### src/rtl/wb_arbiter.sv
// rtl/wb_arbiter.sv - register-file write-port arbiter: ALU priority, queued LSU returns with kill and starvation stall
module wb_arbiter #(
    parameter int DEPTH    = 2,
    parameter int MAX_WAIT = 4
) (
    input  logic        clk,
    input  logic        reset_n,
    input  logic        alu_write_req,
    input  logic [4:0]  alu_write_addr,
    input  logic [31:0] alu_write_data,
    input  logic        lsu_write_req,
    input  logic [4:0]  lsu_write_addr,
    input  logic [31:0] lsu_write_data,
    output logic        lsu_ready,
    output logic        rf_write_en,
    output logic [4:0]  rf_write_addr,
    output logic [31:0] rf_write_data,
    output logic        stall_req
);
    localparam int PTR_W  = $clog2(DEPTH);
    localparam int CNT_W  = PTR_W + 1;
    localparam int WAIT_W = 4;

    logic [DEPTH-1:0]  ent_valid;
    logic [DEPTH-1:0]  valid_next;
    logic [4:0]        ent_addr [DEPTH];
    logic [31:0]       ent_data [DEPTH];
    logic [PTR_W-1:0]  head;
    logic [PTR_W-1:0]  tail;
    logic [CNT_W-1:0]  count;
    logic [WAIT_W-1:0] wait_cnt;

    logic alu_hit;
    logic lsu_push;
    logic fifo_empty;
    logic head_live;
    logic pop;

    assign alu_hit    = alu_write_req && (alu_write_addr != 5'd0);
    assign fifo_empty = (count == '0);
    assign lsu_ready  = (count != CNT_W'(DEPTH));
    assign lsu_push   = lsu_write_req && lsu_ready && (lsu_write_addr != 5'd0);
    assign head_live  = !fifo_empty && ent_valid[head];
    // A killed head leaves without a write, so it pops even when the ALU owns the port.
    assign pop        = !fifo_empty && (!ent_valid[head] || !alu_hit);

    // Queued loads are older than the current ALU write, so a matching address makes them dead.
    always_comb begin
        valid_next = ent_valid;
        for (int i = 0; i < DEPTH; i++) begin
            if (alu_hit && (ent_addr[i] == alu_write_addr)) begin
                valid_next[i] = 1'b0;
            end
        end
        if (lsu_push) begin
            valid_next[tail] = 1'b1;
        end
    end

    always_ff @(posedge clk) begin
        if (lsu_push) begin
            ent_addr[tail] <= lsu_write_addr;
            ent_data[tail] <= lsu_write_data;
        end
    end

    always_ff @(posedge clk or negedge reset_n) begin
        if (!reset_n) begin
            ent_valid     <= '0;
            head          <= '0;
            tail          <= '0;
            count         <= '0;
            wait_cnt      <= '0;
            rf_write_en   <= 1'b0;
            rf_write_addr <= 5'd0;
            rf_write_data <= 32'd0;
            stall_req     <= 1'b0;
        end else begin
            ent_valid <= valid_next;
            if (lsu_push) begin
                tail <= tail + PTR_W'(1);
            end
            if (pop) begin
                head <= head + PTR_W'(1);
            end
            count <= count + CNT_W'(lsu_push) - CNT_W'(pop);

            if (pop || fifo_empty) begin
                wait_cnt <= '0;
            end else if (wait_cnt != WAIT_W'(MAX_WAIT)) begin
                wait_cnt <= wait_cnt + WAIT_W'(1);
            end
            stall_req <= (wait_cnt == WAIT_W'(MAX_WAIT)) && !pop && !fifo_empty;

            if (alu_hit) begin
                rf_write_en   <= 1'b1;
                rf_write_addr <= alu_write_addr;
                rf_write_data <= alu_write_data;
            end else if (head_live) begin
                rf_write_en   <= 1'b1;
                rf_write_addr <= ent_addr[head];
                rf_write_data <= ent_data[head];
            end else begin
                rf_write_en <= 1'b0;
            end
        end
    end
endmodule

### config.mk
export PLATFORM = sky130hd
export DESIGN_NAME = wb_arbiter
export DESIGN_NICKNAME = d
export VERILOG_FILES = /design/src/rtl/wb_arbiter.sv
export SDC_FILE = /design/constraint.sdc
export NUM_CORES = 1
export LEC_CHECK = 0
export BUFFER_PORTS_ARGS = -buffer_cell sky130_fd_sc_hd__buf_2
export CAP_MARGIN = 10
export CORE_UTILIZATION = 35
export DETAILED_ROUTE_END_ITERATION = 10
export GPL_TIMING_DRIVEN = 0
export MAX_ROUTING_LAYER = met4
export PLACE_DENSITY = 0.59
export SLEW_MARGIN = 20
export SYNTH_ARGS = -nofsm -noshare
export SYNTH_HDL_FRONTEND = slang
export SYNTH_SLANG_ARGS = --single-unit
### constraint.sdc
create_clock -name clk -period 2.9 [get_ports clk]
set_input_delay 0.29 -clock clk [delete_from_list [all_inputs] [get_ports clk]]
set_output_delay 0.29 -clock clk [all_outputs]
set_load 0.005 [all_outputs]
==> qor.yml, run 1 <==
outcome: "completed"
syn2layout_area_growth_pct: 30.31
hp-class: "primary input to flip-flop"
grt_max_degree: 50
path_class: "primary input to flip-flop"
yosys.area_share.xor_xnor_pct: 2.427
start_util_pct: 36.12
syn-num-nets: 429
cts-root-buf: "clkbuf_16"
final_cell_mix: "buf_2 (123), edfxtp_1 (74), dfrtp_1 (49)"
place_congestion: 0.7024
n_antenna_cell: 0
pre_cts_slack_ns: 0.3167
antenna_found_initial: 0
place_area_um2: 5991
clock_skew_ns: 0.01163
h-tree-depth: 4
die_w_um: 122.1
synth_area_leader_cell: "edfxtp_1"
synth-simple-area-share_pct: 5.176
p_per_area_nw_per_um2: 1027
dp_cells: 648
finalHoldViolations: 0
synth-compound-area-share_pct: 5.027
grt_pass1_wl_mm: 17.65
rows: 43
critPathCaptureType: "flip-flop"
drv_slew: 0
port_buffers: 117
numCtsBuffers: 17
instances_no_fill: 681
die-area_um2: 14920
route.detailed.drc: 0
worst_pin_slew_ns: 0.7315
routed_wl_mm: 11.40
drtIter0Drc: 108
crit_path_start_kind: "primary input"
vias: 3236
p_leak_nw: 2.839
rsz0062_at_grt: "no"
cts.path.max_buffers: 2
synthAdderAreaFrac_pct: 0.9906
clock_latency_ns: 0.41
post-route-period-util_pct: 74.13
ys_seq_area_share_pct: 68.25
clkSlewWorstSetupHoldPaths_ns: 0.05
synth_top_family_by_area: "multiplexers"
syn_inst: 347
yosys_warnings: 0
cts_tree: "built"
cts_setup_buffers: 0
grt-ovfl-total: 0
fin_setup_tns_ns: 0
grt_pass1_vias: 3372
postSynthAreaPerCell_um2: 14.56
fin_crit_ns: 2.150
hpwlAfterDp_mm: 7.683
num_io_pins: 118
synth_top_area_share_pct: 43.98
drv_cap: 0
setup_viol: 0
first_pass_iters: 4
layout.cell_area.non_filler_um2: 6584
ys_ff_latch: 123
nets: 570
holdWs_ns: 0.06337
chipHeight_um: 122.1
timing.fmax_mhz: 465.2
ant_nets: 0
synth.top_cells.by_area: "edfxtp_1 (44%), dfrtp_1 (24%), mux2_2 (8.5%)"
ys_types: 28
layout-drive-gt1-share_pct: 40.12
wl_per_cell_um: 16.75
grt_usage_pct: 17.05
relSlewSlack_pct: 51.23
via_per_inst: 4.752
fin_util_pct: 47.07
core_um2: 13990
power_mw: 6.762
cts_sinks: 123
crit_required_ns: 3.23
arrival_ns: 2.48
setup_slack_ns: 0.7504
synthesis.area_um2: 5052
ir_drop_v: 0.0004555
synth_mux_area_share_pct: 15.80
final_common_cell: "buf_2"
path_max_fanout: 10
## cell type report
cell class / count / area, µm²
Fill cell: 1279 / 7405
Multi-Input combinational cell: 202 / 1501
Tap cell: 180 / 225.2
Timing Repair Buffer: 122 / 708.2
Sequential cell: 123 / 3448
Buffer: 17 / 98.84
Clock inverter: 7 / 87.58
Inverter: 5 / 18.77
Clock buffer: 25 / 495.5
## routing by layer
layer / GRT usage (%) / wire length [µm] / vias up
li1: - / - / 1547
met2: 27.19 / 5663 / 84
met5: - / 0 / -
met3: 4.073 / 450 / 15
met1: 20.67 / 5130 / 1590
met4: 7.241 / 160 / 0
## cell families after synthesis
logic type	Yosys count
adders and majority gates	4
DFF	123
and+or+nand+nor	61
buffers and inverters	22
xor gates and xnor gates	14
muxes	75
AOI/OAI and AO/OA	48
## sequential cells by signal (all words and copies together) (netlist names)
| register | count |
|---|---|
| count | 2 |
| ent_addr | 10 |
| ent_data | 64 |
| ent_valid | 2 |
| head | 1 |
| rf_write_addr | 5 |
| rf_write_data | 32 |
| rf_write_en | 1 |
| stall_req | 1 |
| tail | 1 |
| wait_cnt | 4 |
## Yosys cell counts (all sizes together)
| library cell | instances |
|---|---|
| nand3b | 1 |
| clkbuf | 6 |
| or4 | 2 |
| mux2 | 38 |
| nor2 | 9 |
| a21oi | 4 |
| a211o | 1 |
| o211ai | 1 |
| xnor2 | 8 |
| nor3 | 3 |
| inv | 5 |
| mux2i | 37 |
| o21ai | 39 |
| xor2 | 6 |
| dfrtp | 49 |
| or2 | 1 |
| nand2b | 2 |
| nor2b | 1 |
| nand3 | 2 |
| edfxtp | 74 |
| buf | 11 |
| nand4 | 2 |
| o21a | 1 |
| nand2 | 38 |
| a21o | 2 |
| ha | 4 |
## path summary, 6_finish.rpt
kind,end,slack (ns),startpoint,cells after the start
max,count[1],0.75,alu_write_addr[0],11
min,ent_data[0][4],0.06,lsu_write_data[4],1
max reg2reg,rf_write_data[3],0.87,head,5
min reg2reg,count[1],0.51,count[1],1
max in group asynchronous,rf_write_data[16],1.96,reset_n,2
min in group asynchronous,rf_write_data[4],0.47,reset_n,2
## worst max-delay path: stages
cell     delay, ns
buf_2         0.13
or4_1         0.53
o21a_1        0.24
buf_6         0.16
buf_2         0.20
a21oi_1       0.19
ha_1          0.25
inv_1         0.06
ha_1          0.15
xnor2_1       0.15
xnor2_1       0.14
## report_power, final
group          switching, mW  internal [mW]  total, mW
combinational           1.06           1.05       2.11
sequential             0.205           2.39       2.60
clock                  0.706           1.35       2.05
total                   1.97           4.79       6.76
## timing repair
action / CTS / global route
gates resized for setup: 0 / 0
hold endpoints to repair: 49 / 0
endpoints found under the setup margin: 0 / 0
hold buffers: 1 / 0
No activity file was read; power rests on OpenSTA's default activity.
==> inputs of run 2 (changes only) <==
Settings changed: ABC_AREA set to 1, PLACE_DENSITY 0.59 to 0.57.
Clock period 2.9 ns to 2.2 ns, I/O delays scaled along.
==> run 2 against run 1 <==
Effect of this change: the run now ends with DRC left; cell count is 28% higher; combinational power is 47% higher; global-route usage is 0.73 points higher; core utilization is 2.0 points higher; critical path depth is 7 lower; clock skew is 0.0062 ns lower; critical endpoint is now ent_data[0][19]; highest routed layer unchanged.
==> qor.yml, run 2 <==
outcome: "finished, violations left"
violations: "DRC"
cts_sinks: 123  # unchanged
clock_latency_ns: 0.42  # about the same
ys_ff_latch: 123  # unchanged
ys_types: 25  # -11%
ant_nets: 0  # unchanged
hpwlAfterDp_mm: 8.461  # +10%
h-tree-depth: 4  # unchanged
crit_path_start_kind: "flip-flop"
synth_edf_count: 74  # unchanged
synthesis.area_um2: 5314  # +5.2%
chipHeight_um: 125.2  # +2.5%
wl_per_cell_um: 14.13  # -16%
p_per_area_nw_per_um2: 1352  # +32%
layout.cell_area.non_filler_um2: 7211  # +9.5%
die-area_um2: 15680  # +5.1%
p_leak_nw: 3.306  # +16%
yosys_most_used_dff: "edfxtp_1"
syn2layout_area_growth_pct: 35.70
syn_inst: 502  # +45%
place_congestion: 0.7505  # +6.8%
antenna_found_initial: 2  # +2
grt_pass1_wl_mm: 20.38  # +15%
yosys_warnings: 0  # unchanged
cts.path.max_buffers: 2  # unchanged
synthArstFlopShare_pct: 39.84  # unchanged
drtIter0Drc: 243  # +130%
clock_skew_ns: 0.005429  # -0.006196 ns
place_area_um2: 6195  # +3.4%
post-route-period-util_pct: 88.52
relSlewSlack_pct: 53.69  # +2.5 points
drv_slew: 0  # unchanged
timing.fmax_mhz: 513.5
num_io_pins: 118  # unchanged
final_common_cell: "nand2_1"
synth_top_area_share_pct: 41.82  # -2.2 points
start_util_pct: 36.15  # about the same
port_buffers: 117  # unchanged
rsz0062_at_grt: "no"
power_mw: 9.747  # +44%
cts-root-buf: "clkbuf_16"
fin_crit_ns: 1.947
holdWs_ns: 0.01858  # -0.04479 ns
grt-ovfl-total: 0  # unchanged
cts_resized: 0  # unchanged
grt_max_degree: 50  # unchanged
ys_seq_area_share_pct: 64.89  # -3.4 points
syn-num-nets: 584  # +36%
synth_most_common_cell: "nand2_1"
die_w_um: 125.2  # +2.5%
cts_tree: "built"
postSynthAreaPerCell_um2: 10.59  # -27%
clkSlewWorstSetupHoldPaths_ns: 0.06  # about the same
dp_cells: 805  # +24%
routed_wl_mm: 12.35  # +8.3%
synth.top_cells.by_area: "edfxtp_1 (42%), dfrtp_1 (23%), nand2_1 (15%)"
synth_area_leader_cell: "edfxtp_1"
top_regs: "ent_data: 64 flops, rf_write_data: 32 flops, ent_addr: 10 flops"
rows: 44  # +2.3%
path_class: "flip-flop to flip-flop"
ir_drop_v: 0.0005943  # +30%
regMostFlops: "ent_data"
worst_pin_slew_ns: 0.6947  # -0.03679 ns
path_max_fanout: 20  # +10
arrival_ns: 2.06  # -0.42 ns
setup_viol: 0  # unchanged
crit_required_ns: 2.32  # -0.91 ns
final_cell_mix: "nand2_1 (216), buf_2 (123), edfxtp_1 (74)"
critPathCaptureType: "flip-flop"
grt_pass1_vias: 4013  # +19%
numCtsBuffers: 17  # unchanged
ys_top_cells_by_count: "nand2_1 (216), edfxtp_1 (74), nand3_1 (61)"
cts_setup_buffers: 0  # unchanged
nets: 757  # +33%
drv_cap: 0  # unchanged
fin_setup_tns_ns: 0  # unchanged
fillCellCount: 1369  # +7.0%
core_um2: 14700  # +5.1%
hp-class: "primary input to flip-flop"
instances_no_fill: 874  # +28%
register_area_um2: 3448  # unchanged
first_pass_iters: 9  # +5
via_per_inst: 4.557  # -4.1%
vias: 3983  # +23%
finalHoldViolations: 0  # unchanged
route.detailed.drc: 12  # +12
grt_usage_pct: 17.79  # +0.73 points
largest_reg_flops: 64  # unchanged
layout-drive-gt1-share_pct: 28.49  # -12 points
multi_input_area_um2: 1592  # +6.0%
[run 2: path summary, 6_finish.rpt]
| check | start | endpoint | slack, ns | cells past startpoint |
|---|---|---|---|---|
| max in group asynchronous | reset_n | rf_write_data[20] | 1.34 | 2 |
| hold reg to reg | rf_write_data[19] | rf_write_data[19] | 0.47 | 2 |
| min in group asynchronous | reset_n | rf_write_data[17] | 0.40 | 2 |
| setup reg to reg | count[1] | ent_data[0][19] | 0.25 | 4 |
| setup / recovery | count[1] | ent_data[0][19] | 0.25 | 4 |
| hold / removal | alu_write_data[0] | rf_write_data[0] | 0.02 | 3 |
[run 2: power breakdown]
part | switching (mW) | internal, mW
clock network | 0.955 | 2.18
logic | 1.83 | 1.27
registers | 0.291 | 3.21
[run 2: kinds of logic (layout without fill, tap and decap cells)]
family | after synthesis | count (layout) | synth area share [%]
flops | 123 | 123 | 64.89
buf+inv | 44 | 230 | 5.298
other cells | 0 | 2 | 0
compound gates | 7 | 7 | 0.7063
fa+ha+maj | 4 | 4 | 0.9419
simple gates | 316 | 316 | 26.84
xor+xnor | 8 | 8 | 1.319
[run 2: timing repair]
item | in CTS | in global routing
endpoints found under the setup margin | 0 | 0
endpoints found under the hold margin | 117 | 0
hold buffers | 35 | 0
[run 2: cell type report]
| cell class | count | share of cell area (%) |
|---|---|---|
| antenna | 2 | 0.06941 |
| tap | 184 | 3.193 |
| multi-input combinational | 335 | 22.07 |
| timing repair buffer | 154 | 13.78 |
| buffer | 22 | 2.620 |
| clock buffer | 24 | 6.542 |
| clock inverter | 8 | 2.620 |
| inverter | 22 | 1.284 |
| sequential | 123 | 47.82 |
[run 2: per-layer routing]
| metal | track usage [%] | wire (µm) | vias to the layer above |
|---|---|---|---|
| li1 | - | - | 2009 |
| met1 | 20.75 | 5402 | 1866 |
| met2 | 28.75 | 6101 | 89 |
| met3 | 4.579 | 623 | 19 |
| met4 | 8.393 | 222 | 0 |
| met5 | - | 0 | - |
[run 2: critical path: stages (launching register included)]
cell      delay, ns
dfrtp_1        0.41
a21boi_0       0.27
nand2_1        0.17
nor2_4         0.53
buf_16         0.25
[run 2: through the flow]
step                setup slack [ns]  util (%)
floorplan                    0.05890         -
global placement             -0.6877     41.72
detailed placement            0.2240     42.14
CTS                           0.2124     49.02
global route                 0.09748     49.06
finish                        0.2525     49.06
